`src/rtl/bc_tx_msg_reader_if.sv`:
```
// Handshake and bus bundle between the BC TX message reader, TX RAM port B
// and the Manchester encoder.
//   start/start_addr/abort : message control from the host
//   ram_addr/ram_ren/ram_blk_en/ram_dout : TX RAM port B read side
//   tx_word/tx_sync/tx_valid/tx_ready : word stream to the encoder
//   busy/done/err/word_cnt : message status
// The slave modport is the reader; master is everything around it.
interface bc_tx_msg_reader_if #(
  parameter int unsigned ADDR_W = 10
) ();
  localparam int unsigned RAM_W  = 40;
  localparam int unsigned WORD_W = 16;
  localparam int unsigned CNT_W  = 6;

  logic              start;
  logic [ADDR_W-1:0] start_addr;
  logic              abort;
  logic [ADDR_W-1:0] ram_addr;
  logic              ram_ren;
  logic              ram_blk_en;
  logic [RAM_W-1:0]  ram_dout;
  logic [WORD_W-1:0] tx_word;
  logic              tx_sync;
  logic              tx_valid;
  logic              tx_ready;
  logic              busy;
  logic              done;
  logic              err;
  logic [CNT_W-1:0]  word_cnt;

  modport master (
    output start, start_addr, abort, ram_dout, tx_ready,
    input  ram_addr, ram_ren, ram_blk_en, tx_word, tx_sync, tx_valid,
           busy, done, err, word_cnt
  );

  modport slave (
    input  start, start_addr, abort, ram_dout, tx_ready,
    output ram_addr, ram_ren, ram_blk_en, tx_word, tx_sync, tx_valid,
           busy, done, err, word_cnt
  );
endinterface

```
`src/rtl/bc_tx_msg_reader.sv`:
```
// Reads one BC transmit message from TX RAM port B (sync read, 1-cycle
// latency) and hands it word by word to the 1553 encoder over valid/ready.
// A message ends at the first word with EOM set or after MAX_WORDS words.
// Ports:
//   clk : single clock, shared with RAM port B
//   rst : asynchronous active-high reset
//   bus : bc_tx_msg_reader_if.slave (host control, RAM port B, encoder, status)
// RAM word: [15:0] data, [16] sync type (1 = command/status), [17] EOM.
module bc_tx_msg_reader #(
  parameter int unsigned MAX_WORDS = 33,
  parameter int unsigned ADDR_W    = 10
) (
  input  logic               clk,
  input  logic               rst,
  bc_tx_msg_reader_if.slave  bus
);
  localparam int unsigned WORD_W = 16;
  localparam int unsigned CNT_W  = 6;

  localparam logic [1:0] IDLE    = 2'd0;
  localparam logic [1:0] READ    = 2'd1;
  localparam logic [1:0] CAPTURE = 2'd2;
  localparam logic [1:0] PRESENT = 2'd3;

  logic [1:0]        state;
  logic [1:0]        state_nxt;
  logic              eom;
  logic              eom_nxt;
  logic [ADDR_W-1:0] addr_nxt;
  logic              ren_nxt;
  logic [WORD_W-1:0] tx_word_nxt;
  logic              tx_sync_nxt;
  logic              tx_valid_nxt;
  logic              busy_nxt;
  logic              done_nxt;
  logic              err_nxt;
  logic [CNT_W-1:0]  cnt_nxt;
  logic [CNT_W-1:0]  cnt_inc;

  // RAM bits above the EOM flag carry nothing for the encoder.
  logic unused_ram_bits;
  assign unused_ram_bits = ^bus.ram_dout[39:18];

  // State register and registered outputs.
  always_ff @(posedge clk or posedge rst) begin
    if (rst) begin
      state          <= IDLE;
      eom            <= 1'b0;
      bus.ram_addr   <= '0;
      bus.ram_ren    <= 1'b0;
      bus.ram_blk_en <= 1'b0;
      bus.tx_word    <= '0;
      bus.tx_sync    <= 1'b0;
      bus.tx_valid   <= 1'b0;
      bus.busy       <= 1'b0;
      bus.done       <= 1'b0;
      bus.err        <= 1'b0;
      bus.word_cnt   <= '0;
    end else begin
      state          <= state_nxt;
      eom            <= eom_nxt;
      bus.ram_addr   <= addr_nxt;
      bus.ram_ren    <= ren_nxt;
      bus.ram_blk_en <= ren_nxt;
      bus.tx_word    <= tx_word_nxt;
      bus.tx_sync    <= tx_sync_nxt;
      bus.tx_valid   <= tx_valid_nxt;
      bus.busy       <= busy_nxt;
      bus.done       <= done_nxt;
      bus.err        <= err_nxt;
      bus.word_cnt   <= cnt_nxt;
    end
  end

  // Next-state and next-output logic; ren_nxt is high exactly when the
  // next state is READ so the RAM strobe lines up with that state.
  always_comb begin
    state_nxt    = state;
    eom_nxt      = eom;
    addr_nxt     = bus.ram_addr;
    ren_nxt      = 1'b0;
    tx_word_nxt  = bus.tx_word;
    tx_sync_nxt  = bus.tx_sync;
    tx_valid_nxt = bus.tx_valid;
    busy_nxt     = bus.busy;
    done_nxt     = 1'b0;
    err_nxt      = bus.err;
    cnt_nxt      = bus.word_cnt;
    cnt_inc      = bus.word_cnt + CNT_W'(1);

    if (state != IDLE && bus.abort) begin
      // Abort beats a same-cycle handshake; the word count is left as is.
      state_nxt    = IDLE;
      tx_valid_nxt = 1'b0;
      busy_nxt     = 1'b0;
    end else begin
      case (state)
        IDLE: begin
          if (bus.start) begin
            state_nxt = READ;
            addr_nxt  = bus.start_addr;
            cnt_nxt   = '0;
            err_nxt   = 1'b0;
            busy_nxt  = 1'b1;
            ren_nxt   = 1'b1;
          end
        end
        READ: begin
          state_nxt = CAPTURE;
        end
        CAPTURE: begin
          tx_word_nxt  = bus.ram_dout[15:0];
          tx_sync_nxt  = bus.ram_dout[16];
          eom_nxt      = bus.ram_dout[17];
          tx_valid_nxt = 1'b1;
          state_nxt    = PRESENT;
        end
        PRESENT: begin
          if (bus.tx_ready) begin
            cnt_nxt      = cnt_inc;
            tx_valid_nxt = 1'b0;
            if (eom || cnt_inc == CNT_W'(MAX_WORDS)) begin
              err_nxt   = ~eom;
              done_nxt  = 1'b1;
              busy_nxt  = 1'b0;
              state_nxt = IDLE;
            end else begin
              // Wraps modulo 2^ADDR_W.
              addr_nxt  = bus.ram_addr + ADDR_W'(1);
              ren_nxt   = 1'b1;
              state_nxt = READ;
            end
          end
        end
        default: begin
          state_nxt = IDLE;
        end
      endcase
    end
  end
endmodule

```
`src/flat_wrapper.sv`:
```
// flat-port wrapper written by rule: the top's interface ports become plain ports
module bc_tx_msg_reader_flat 
#(
  parameter int unsigned MAX_WORDS = 33,
  parameter int unsigned ADDR_W    = 10
)
  (clk, rst, bus_start, bus_start_addr, bus_abort, bus_ram_dout, bus_tx_ready, bus_ram_addr, bus_ram_ren, bus_ram_blk_en, bus_tx_word, bus_tx_sync, bus_tx_valid, bus_busy, bus_done, bus_err, bus_word_cnt);
  bc_tx_msg_reader_if #(.ADDR_W(ADDR_W)) bus_i ();
  input  logic clk;
  input  logic rst;
  input wire logic [$bits(bus_i.start)-1:0] bus_start;
  input wire logic [$bits(bus_i.start_addr)-1:0] bus_start_addr;
  input wire logic [$bits(bus_i.abort)-1:0] bus_abort;
  input wire logic [$bits(bus_i.ram_dout)-1:0] bus_ram_dout;
  input wire logic [$bits(bus_i.tx_ready)-1:0] bus_tx_ready;
  output wire logic [$bits(bus_i.ram_addr)-1:0] bus_ram_addr;
  output wire logic [$bits(bus_i.ram_ren)-1:0] bus_ram_ren;
  output wire logic [$bits(bus_i.ram_blk_en)-1:0] bus_ram_blk_en;
  output wire logic [$bits(bus_i.tx_word)-1:0] bus_tx_word;
  output wire logic [$bits(bus_i.tx_sync)-1:0] bus_tx_sync;
  output wire logic [$bits(bus_i.tx_valid)-1:0] bus_tx_valid;
  output wire logic [$bits(bus_i.busy)-1:0] bus_busy;
  output wire logic [$bits(bus_i.done)-1:0] bus_done;
  output wire logic [$bits(bus_i.err)-1:0] bus_err;
  output wire logic [$bits(bus_i.word_cnt)-1:0] bus_word_cnt;
  assign bus_i.start = bus_start;
  assign bus_i.start_addr = bus_start_addr;
  assign bus_i.abort = bus_abort;
  assign bus_i.ram_dout = bus_ram_dout;
  assign bus_i.tx_ready = bus_tx_ready;
  assign bus_ram_addr = bus_i.ram_addr;
  assign bus_ram_ren = bus_i.ram_ren;
  assign bus_ram_blk_en = bus_i.ram_blk_en;
  assign bus_tx_word = bus_i.tx_word;
  assign bus_tx_sync = bus_i.tx_sync;
  assign bus_tx_valid = bus_i.tx_valid;
  assign bus_busy = bus_i.busy;
  assign bus_done = bus_i.done;
  assign bus_err = bus_i.err;
  assign bus_word_cnt = bus_i.word_cnt;
  bc_tx_msg_reader #(.MAX_WORDS(MAX_WORDS), .ADDR_W(ADDR_W)) u_core (.clk(clk), .rst(rst), .bus(bus_i));
endmodule
```
`config.mk`:
```
export PLATFORM = sky130hd
export DESIGN_NAME = bc_tx_msg_reader_flat
export DESIGN_NICKNAME = d
export VERILOG_FILES = /design/src/rtl/bc_tx_msg_reader_if.sv /design/src/rtl/bc_tx_msg_reader.sv /design/src/flat_wrapper.sv
export SDC_FILE = /design/constraint.sdc
export NUM_CORES = 1
export LEC_CHECK = 0
export BUFFER_PORTS_ARGS = -buffer_cell sky130_fd_sc_hd__buf_4
export CAP_MARGIN = 20
export CELL_PAD_IN_SITES_DETAIL_PLACEMENT = 1
export CELL_PAD_IN_SITES_GLOBAL_PLACEMENT = 2
export CORE_MARGIN = 2
export CORE_UTILIZATION = 31
export CTS_BUF_LIST = sky130_fd_sc_hd__clkbuf_8
export DETAILED_ROUTE_END_ITERATION = 12
export GPL_ROUTABILITY_DRIVEN = 0
export PLACE_DENSITY_LB_ADDON = 0.1
export REMOVE_ABC_BUFFERS = 1
export SYNTH_ARGS = -nofsm -noshare
export SYNTH_HDL_FRONTEND = slang
export SYNTH_SLANG_ARGS = --single-unit
```
`constraint.sdc`:
```
create_clock -name clk -period 3.7 [get_ports clk]
set_input_delay 0.74 -clock clk [delete_from_list [all_inputs] [get_ports clk]]
set_output_delay 0.74 -clock clk [all_outputs]
set_load 0.1 [all_outputs]
```
==> impl_metrics.yaml, run 1 <==
status:
  status: "finished, final reports clean"
yosys:
  synth-seq-area-share: 0.473
  ys_ff_latch: 41
  yosysWarnings: 0
  postSynthCellCount: 205
  synthDistinctLibCells: 52
  syn_avg_cell_area_um2: 10.6
  synth-main-ff-cell: "dfrtp_1"
  post_synth_edffs: 0
  synth.cell_area_mm2: 0.00217
  synth_async_sr_flop_share: 1.00
setup_path:
  regToRegSetupSlack_ps: 1000
  crit_type: "reg -> reg"
  worstPathCellList: "nand3_1 > or3_1 > a221oi_2 > o21ai_0 > o221a_2"
  crit_path_end: "u_core.bus.ram_addr[3]"
  crit_start: "u_core.bus.word_cnt[2]"
  reg2regPathDepth: 5
  critPathMaxStageDelay_ps: 870
  required_ps: 3890
  r2r-start: "u_core.bus.word_cnt[2]"
  cp_slowest_cell: "a221oi_2"
  timing.critical_path.arrival_ps: 2880
  cp-start-kind: "flip-flop"
  worst-path-max-fanout: 14
  crit_path_end_kind: "flip-flop"
  regToRegEndpoint: "u_core.bus.ram_addr[3]"
timing:
  rsz0062_at_grt: "false"
  final_min_period_over_clock_period: 0.729
  timing_worst_slew_pin_value_ps: 1040
  slew_headroom: 0.309
  timing_hold_violations_final: 0
  finalMaxSlewViolations: 0
  period_needed_ps: 2700
  maximum_clock_frequency_mhz: 371
  fin_tns_setup_ps: 0
  timing.clock.skew_ps: 6.51
  timing.final.setup_violations: 0
  worst_hold_slack_after_final_layout_ps: 511
route:
  wirelength_um: 5980
  drcViolationCount: 0
  postRouteAntennaNets: 0
  drt_iter0_markers: 49
  vias_per_cell: 4.98
  dr.pass1.iters: 4
  total_vias_in_the_final_route: 1874
  wl_per_cell_um: 15.9
global_route:
  grt_max_degree: 27
  gr-usage-all-layers: 0.157
  grt.overflow.total: 0
  grt_pass1_vias: 1972
  antenna_violations_before_repair: 0
  grt_pass1_wl_um: 9480
cells_and_area:
  finish.net_count: 340
  mostFrequentLayoutCell: "buf_4"
  antenna_cells: 0
  final_util: 0.431
  layout.cells.most_common_list: "buf_4 (76), dfrtp_1 (41), nand2_1 (21)"
  drive_gt1_frac: 0.407
  areaGrowthSynthToFinish_pct: 35.0
worst_hold_path:
  holdCritPathClass: "reg -> reg"
clock_tree:
  cts_post_setup_buffers_inserted: 0
  max-clock-path-buffers: 2
  clk_root_buffer_cell: "clkbuf_8"
  numCtsBuffers: 5
  clkSlewWorstSetupHoldPaths_ps: 90
  worst_skew_pair.late_latency_ps: 290
  cts_hold_repair.buffers: 0
  post_cts_resized: 0
  cts_htree_levels: 2
  clock_sink_count: 41
  tritoncts_clock_tree: "yes"
die:
  design.portCount: 94
  floorplan.die.height_um: 87.7
  fp-row-count: 30
  floorplan.core_area_mm2: 0.00679
  start_util: 0.319
  design.die.area_mm2: 0.00768
  die_w_um: 87.7
job:
  cap_violations: 0
placement:
  hpwl_um: 4300
  portBuffers: 71
[state kept, by name, indices dropped and copies added, names as in the netlist, 2 cells and up]
register and cells:
u_core.bus.tx_word 16, u_core.bus.ram_addr 10, u_core.bus.word_cnt 6, u_core.state 2
[final cells by class]
type	instances	area, µm²
well taps	96	120
clock inverters	3	46.3
clock buffers	5	68.8
multi-input cells	148	1070
flip-flops and latches	41	1030
repair buffers	76	571
fillers	766	3860
inverters	7	26.3
[how the worst min path moves through the flow]
| stage | from | endpoint | slack [ps] | cells after the start |
|---|---|---|---|---|
| 6_report | u_core.bus.tx_word[15] | u_core.bus.tx_word[15] | 510 | 1 |
| 5_1_grt | u_core.bus.tx_word[1] | u_core.bus.tx_word[1] | 520 | 1 |
| 4_1_cts | u_core.bus.tx_word[1] | u_core.bus.tx_word[1] | 520 | 1 |
| 3_5_place_dp | u_core.bus.tx_word[1] | u_core.bus.tx_word[1] | 490 | 1 |
| 3_3_place_gp | u_core.bus.tx_word[7] | u_core.bus.tx_word[7] | 490 | 1 |
| 2_1_floorplan | u_core.state[0] | u_core.state[0] | 560 | 1 |
[logic make-up after synthesis]
logic type | count (synthesis) | synth area share
adders and majority gates | 6 | 0.0346
buffers and inverters | 16 | 0.0363
muxes | 21 | 0.107
DFF | 41 | 0.473
and+or+nand+nor | 75 | 0.181
AOI/OAI and AO/OA | 46 | 0.168
[cells in the mapped netlist, types with 3 or more instances]
| cell | instances | share of area |
|---|---|---|
| dfrtp_1 | 41 | 0.47 |
| nand2_1 | 21 | 0.036 |
| mux2_2 | 18 | 0.093 |
| nor2_1 | 14 | 0.024 |
| nand3_1 | 8 | 0.018 |
| inv_1 | 7 | 0.012 |
| a21oi_1 | 6 | 0.014 |
| clkbuf_1 | 6 | 0.010 |
| ha_1 | 6 | 0.035 |
| a21o_1 | 5 | 0.017 |
| o21ai_0 | 5 | 0.012 |
| nand2b_1 | 4 | 0.012 |
| nor2b_1 | 4 | 0.012 |
| mux2i_1 | 3 | 0.014 |
| nand4_1 | 3 | 0.0087 |
| nor3_1 | 3 | 0.0069 |
| o221a_2 | 3 | 0.016 |
| o311ai_0 | 3 | 0.012 |
| o311ai_1 | 3 | 0.012 |
[metal layers]
| layer | wire [µm] | share of wire | global-route usage | vias up |
|---|---|---|---|---|
| li1 | - | - | - | 907 |
| met1 | 2770 | 0.46 | 0.202 | 932 |
| met2 | 2960 | 0.49 | 0.269 | 35 |
| met3 | 246 | 0.041 | 0.0405 | 0 |
| met4 | 0 | 0 | 0.0294 | 0 |
| met5 | 0 | 0 | 0 | - |
[critical path: cells and delay by family (launching register included)]
family	cells	cell delay [ps]
AO/OA/AOI/OAI	3	1470
AND/OR/NAND/NOR	2	610
flip-flops	1	490
[stage by stage]
stage               std cells  area, µm²  setup WS (ps)
global placement          368       2810           1030
finish                    376       2930           1000
floorplan                 196       2120            710
CTS                       376       2930            972
detailed placement        368       2810           1000
global route              376       2930            760
Power of run 1 is left out: the tool's default activity adds up to more than one toggle a clock period on the data nets, which glitch-free logic cannot reach.
==> run 2, diff against run 1 <==
--- a/config.mk
+++ b/config.mk
@@ -5,12 +5,13 @@
 export SDC_FILE = /design/constraint.sdc
 export NUM_CORES = 1
 export LEC_CHECK = 0
+export ABC_AREA = 1
 export BUFFER_PORTS_ARGS = -buffer_cell sky130_fd_sc_hd__buf_4
 export CAP_MARGIN = 20
 export CELL_PAD_IN_SITES_DETAIL_PLACEMENT = 1
 export CELL_PAD_IN_SITES_GLOBAL_PLACEMENT = 2
 export CORE_MARGIN = 2
-export CORE_UTILIZATION = 31
+export CORE_UTILIZATION = 24
 export CTS_BUF_LIST = sky130_fd_sc_hd__clkbuf_8
 export DETAILED_ROUTE_END_ITERATION = 12
 export GPL_ROUTABILITY_DRIVEN = 0
==> constraint.sdc (replaced) <==
create_clock -name clk -period 2.3 [get_ports clk]
set_input_delay 0.46 -clock clk [delete_from_list [all_inputs] [get_ports clk]]
set_output_delay 0.46 -clock clk [all_outputs]
set_load 0.1 [all_outputs]
==> impl_metrics.yaml, run 2 <==
global_route:
  grt_max_degree: 42
  gr-usage-all-layers: 0.127
  grt_pass1_vias: 2023
  antenna_violations_before_repair: 0
  grt_pass1_wl_um: 9940
  grt.overflow.total: 0
timing:
  period_needed_ps: 1980
  rsz0062_at_grt: "false"
  worst_hold_slack_after_final_layout_ps: 295
  maximum_clock_frequency_mhz: 504
  final_min_period_over_clock_period: 0.862
  finalMaxSlewViolations: 0
  timing.clock.skew_ps: 7.06
  timing_worst_slew_pin_value_ps: 544
  timing_hold_violations_final: 0
  setup_slack_ps: 318
  slew_headroom: 0.638
  timing.final.setup_violations: 0
route:
  wirelength_um: 5900
  vias_per_cell: 4.43
  wl_per_cell_um: 13.6
  met1Wirelength_um: 2610
  route.top_layer_used: "met4"
  drcViolationCount: 0
  met3RoutedLength_um: 499
  dr.pass1.iters: 4
  wire_length_on_met2_um: 2740
  postRouteAntennaNets: 0
  drt_iter0_markers: 48
  total_vias_in_the_final_route: 1921
cells_and_area:
  largest-register: "u_core.bus.tx_word"
  final_cell_area_mm2: 0.00289
  drive_gt1_frac: 0.334
  area_of_combinational_cells_with_multiple_inputs_um2: 961
  finish.net_count: 386
  final_cell_count_no_fill: 434
  regs_by_ff_count: "u_core.bus.tx_word: 16 flops, u_core.bus.ram_addr: 10 flops, u_core.bus.word_cnt: 6 flops"
  areaGrowthSynthToFinish_pct: 35.6
  mostFrequentLayoutCell: "nand2_1"
  area.sequential_mm2: 0.00103
  n_fill_cell: 1070
  layout.cells.most_common_list: "nand2_1 (77), buf_4 (75), dfrtp_1 (41)"
  largest_register_ff_count: 16
  antenna_cells: 0
setup_path:
  reg2regPathDepth: 6
  crit_type: "reg -> reg"
  timing.critical_path.arrival_ps: 2170
  required_ps: 2480
  crit_path_end_kind: "flip-flop"
  cp-start-kind: "flip-flop"
  worst-path-max-fanout: 19
status:
  status: "finished, final reports clean"
job:
  cap_violations: 0
clock_tree:
  clock_sink_count: 41
  clkSlewWorstSetupHoldPaths_ps: 90
  cts_htree_levels: 2
  numCtsBuffers: 5
  worst_skew_pair.late_latency_ps: 290
  max-clock-path-buffers: 2
  cts_post_setup_buffers_inserted: 0
  cts_hold_repair.buffers: 0
  clk_root_buffer_cell: "clkbuf_8"
  tritoncts_clock_tree: "yes"
  post_cts_resized: 0
die:
  fp-row-count: 34
  floorplan.core_area_mm2: 0.00868
  start_util: 0.246
  design.portCount: 94
  floorplan.die.height_um: 98.3
  design.die.area_mm2: 0.00966
  die_w_um: 98.3
placement:
  number_of_cells_after_detailed_placement: 426
  postPlaceCellArea_mm2: 0.00278
  hpwl_um: 4290
  dp_slack_ps: 299
  portBuffers: 71
yosys:
  ys_ff_latch: 41
  syn_avg_cell_area_um2: 8.54
  most_instantiated_library_cell_after_synthesis: "nand2_1"
  synth_async_sr_flop_share: 1.00
  post_synth_edffs: 0
  ys_top_cells_by_count: "nand2_1 (77), dfrtp_1 (41), nand3_1 (29)"
  synthDistinctLibCells: 29
  yosysWarnings: 0
  synth-seq-area-share: 0.481
  synth.largest_area_cell: "dfrtp_1"
  synth.cell_area_mm2: 0.00213
  synth_area_leaders: "dfrtp_1 (48%), nand2_1 (14%), mux2_2 (9.0%)"
  postSynthCellCount: 250
  synth-main-ff-cell: "dfrtp_1"
  synth_top_area_share: 0.481
worst_hold_path:
  holdCritPathClass: "in -> async"
==> run 2: cell types whose count changed in the layout (fill, tap and decap cells not counted), sizes merged, moves of 4 or more <==
cell    change
nor2b       -5
o311ai      -6
a21o        -5
nand2      +59
inv        +19
nand2b      -4
nand3      +22
==> run 2: cells by family (layout without fill, tap and decap cells) <==
logic type,count (synthesis),in the layout,synth area share
simple gates,131,131,0.263
mux,17,17,0.0897
fa+ha+maj,6,6,0.0352
compound gates,19,19,0.0498
flops,41,41,0.481
xor+xnor,3,3,0.0123
buf+inv,33,109,0.0692
==> run 2: through the flow <==
stage	TNS (ps)	util
floorplan	-323	-
global placement	0	0.321
detailed placement	0	0.321
CTS	0	0.333
global route	0	0.333
finish	0	0.333
==> run 2: final cells by class <==
class	count	share of cell area
inverters	26	0.0337
repair buffers	75	0.195
flip-flops and latches	41	0.355
clock inverters	3	0.0147
clock buffers	5	0.0238
multi-input cells	176	0.332
well taps	108	0.0467
==> run 2: path summary, 6_finish.rpt <==
check | startpoint | to | slack (ps)
max | u_core.state[0] | u_core.bus.tx_word[2] | 320
min | rst | u_core.bus.tx_word[10] | 290
max reg2reg | u_core.state[0] | u_core.bus.tx_word[2] | 320
min reg2reg | u_core.bus.err | u_core.bus.err | 480
max in group asynchronous | rst | u_core.bus.done | 1640
min in group clk | bus_ram_dout[11] | u_core.bus.tx_word[11] | 390
==> run 2: critical path, cell delays in order (launching register included) <==
cell and delay (ps):
dfrtp_1 410, inv_1 110, ha_1 250, nor2_1 230
inv_2 120, nand2_2 360, mux2_2 390
==> run 2: per-layer routing <==
metal / up-vias / GRT usage
li1: 956 / -
met1: 909 / 0.157
met2: 51 / 0.210
met3: 5 / 0.0487
met4: 0 / 0.0316
met5: - / 0
Power of run 2 is left out for the same reason.
==> run 3, diff against run 2 <==
--- a/config.mk
+++ b/config.mk
@@ -11,8 +11,8 @@
 export CELL_PAD_IN_SITES_DETAIL_PLACEMENT = 1
 export CELL_PAD_IN_SITES_GLOBAL_PLACEMENT = 2
 export CORE_MARGIN = 2
-export CORE_UTILIZATION = 24
-export CTS_BUF_LIST = sky130_fd_sc_hd__clkbuf_8
+export CORE_UTILIZATION = 26
+export CTS_BUF_LIST = sky130_fd_sc_hd__clkbuf_8 sky130_fd_sc_hd__clkbuf_16
 export DETAILED_ROUTE_END_ITERATION = 12
 export GPL_ROUTABILITY_DRIVEN = 0
 export PLACE_DENSITY_LB_ADDON = 0.1
==> constraint.sdc (replaced) <==
create_clock -name clk -period 2.1 [get_ports clk]
set_input_delay 0.42 -clock clk [delete_from_list [all_inputs] [get_ports clk]]
set_output_delay 0.42 -clock clk [all_outputs]
set_load 0.1 [all_outputs]
==> impl_metrics.yaml, run 3 (synthesis results as in run 2) <==
cells_and_area:
  mostFrequentLayoutCell: "buf_4"
  final_util: 0.362
  layout.cells.most_common_list: "buf_4 (79), nand2_1 (77), dfrtp_1 (41)"
  antenna_cells: 0
  finish.net_count: 390
  largest_register_ff_count: 16
  largest-register: "u_core.bus.tx_word"
  drive_gt1_frac: 0.345
  regs_by_ff_count: "u_core.bus.tx_word: 16 flops, u_core.bus.ram_addr: 10 flops, u_core.bus.word_cnt: 6 flops"
  areaGrowthSynthToFinish_pct: 37.2
route:
  wirelength_um: 5780
  vias_per_cell: 4.43
  drt_iter0_markers: 50
  drcViolationCount: 0
  wl_per_cell_um: 13.3
  dr.pass1.iters: 4
  total_vias_in_the_final_route: 1927
  postRouteAntennaNets: 0
timing:
  period_needed_ps: 1840
  finalMaxSlewViolations: 0
  timing_worst_slew_pin_value_ps: 615
  final_min_period_over_clock_period: 0.878
  timing.final.setup_violations: 0
  timing_hold_violations_final: 0
  timing.clock.skew_ps: 6.03
  setup_slack_ps: 255
  maximum_clock_frequency_mhz: 542
  slew_headroom: 0.588
  rsz0062_at_grt: "false"
clock_tree:
  numCtsBuffers: 5
  max-clock-path-buffers: 2
  cts_post_setup_buffers_inserted: 0
  cts_htree_levels: 2
  clkSlewWorstSetupHoldPaths_ps: 90
  worst_skew_pair.late_latency_ps: 300
  cts_hold_repair.buffers: 0
  clk_root_buffer_cell: "clkbuf_8"
  clock_sink_count: 41
  tritoncts_clock_tree: "yes"
  post_cts_resized: 0
setup_path:
  regToRegSetupSlack_ps: 260
  crit_type: "reg -> reg"
  crit_path_end_kind: "flip-flop"
  worst-path-max-fanout: 12
  reg2regPathDepth: 7
  cp-start-kind: "flip-flop"
  r2r-start: "u_core.state[0]"
  required_ps: 2280
  regToRegEndpoint: "u_core.bus.tx_word[0]"
  timing.critical_path.arrival_ps: 2030
die:
  start_util: 0.264
  floorplan.core_area_mm2: 0.00809
  fp-row-count: 33
  die_w_um: 94.6
  design.die.area_mm2: 0.00895
  design.portCount: 94
  floorplan.die.height_um: 94.6
worst_hold_path:
  holdCritPathClass: "in -> async"
status:
  status: "finished, final reports clean"
global_route:
  grt_pass1_wl_um: 9450
  grt_pass1_vias: 1977
  grt.overflow.total: 0
  gr-usage-all-layers: 0.136
  grt_max_degree: 16
  antenna_violations_before_repair: 0
placement:
  portBuffers: 71
  hpwl_um: 4410
  dp_slack_ps: 265
job:
  cap_violations: 0
-- run 3: metrics by stage --
stage / cells / setup TNS (ps) / hold slack [ps] / cell area, µm²
CTS: 435 / 0 / 141 / 2930
detailed placement: 427 / 0 / 473 / 2810
global route: 435 / 0 / 133 / 2930
finish: 435 / 0 / 117 / 2930
global placement: 427 / 0 / 474 / 2810
floorplan: 243 / -2430 / 507 / 2080
-- run 3: cell type report --
class / instances / area (µm²)
timing repair buffer: 79 / 593
tap: 105 / 131
inverter: 26 / 97.6
sequential: 41 / 1030
clock buffer: 6 / 82.6
fill: 983 / 5160
multi-input combinational: 176 / 961
clock inverter: 2 / 37.5
-- run 3: worst max path at each step --
stage | from | end | slack (ps) | depth (start not counted)
after floorplan | u_core.bus.word_cnt[1] | u_core.bus.ram_addr[0] | -230 | 9
after CTS | u_core.state[0] | u_core.bus.tx_word[0] | 220 | 7
after global placement | u_core.state[0] | u_core.bus.tx_word[3] | 250 | 7
after global routing | u_core.bus.word_cnt[0] | u_core.bus.ram_addr[5] | 80 | 11
after detailed placement | u_core.bus.word_cnt[0] | u_core.bus.ram_addr[9] | 260 | 9
final | u_core.state[0] | u_core.bus.tx_word[0] | 260 | 7
-- run 3: critical path, cell delays in order (launching register included) --
cell and delay, ps:
dfrtp_1 410, inv_1 100, ha_1 250, nor2_1 220
inv_2 120, nand2_2 80, buf_4 200, mux2_2 350
-- run 3: routing by layer --
layer  vias to the layer above  wire length, µm  global-route usage
met5                         -                0                   0
li1                        964                -                   -
met2                        55             2520               0.215
met3                         6              549              0.0575
met1                       902             2650               0.172
met4                         0               66              0.0362
Power of run 3 is left out for the same reason.
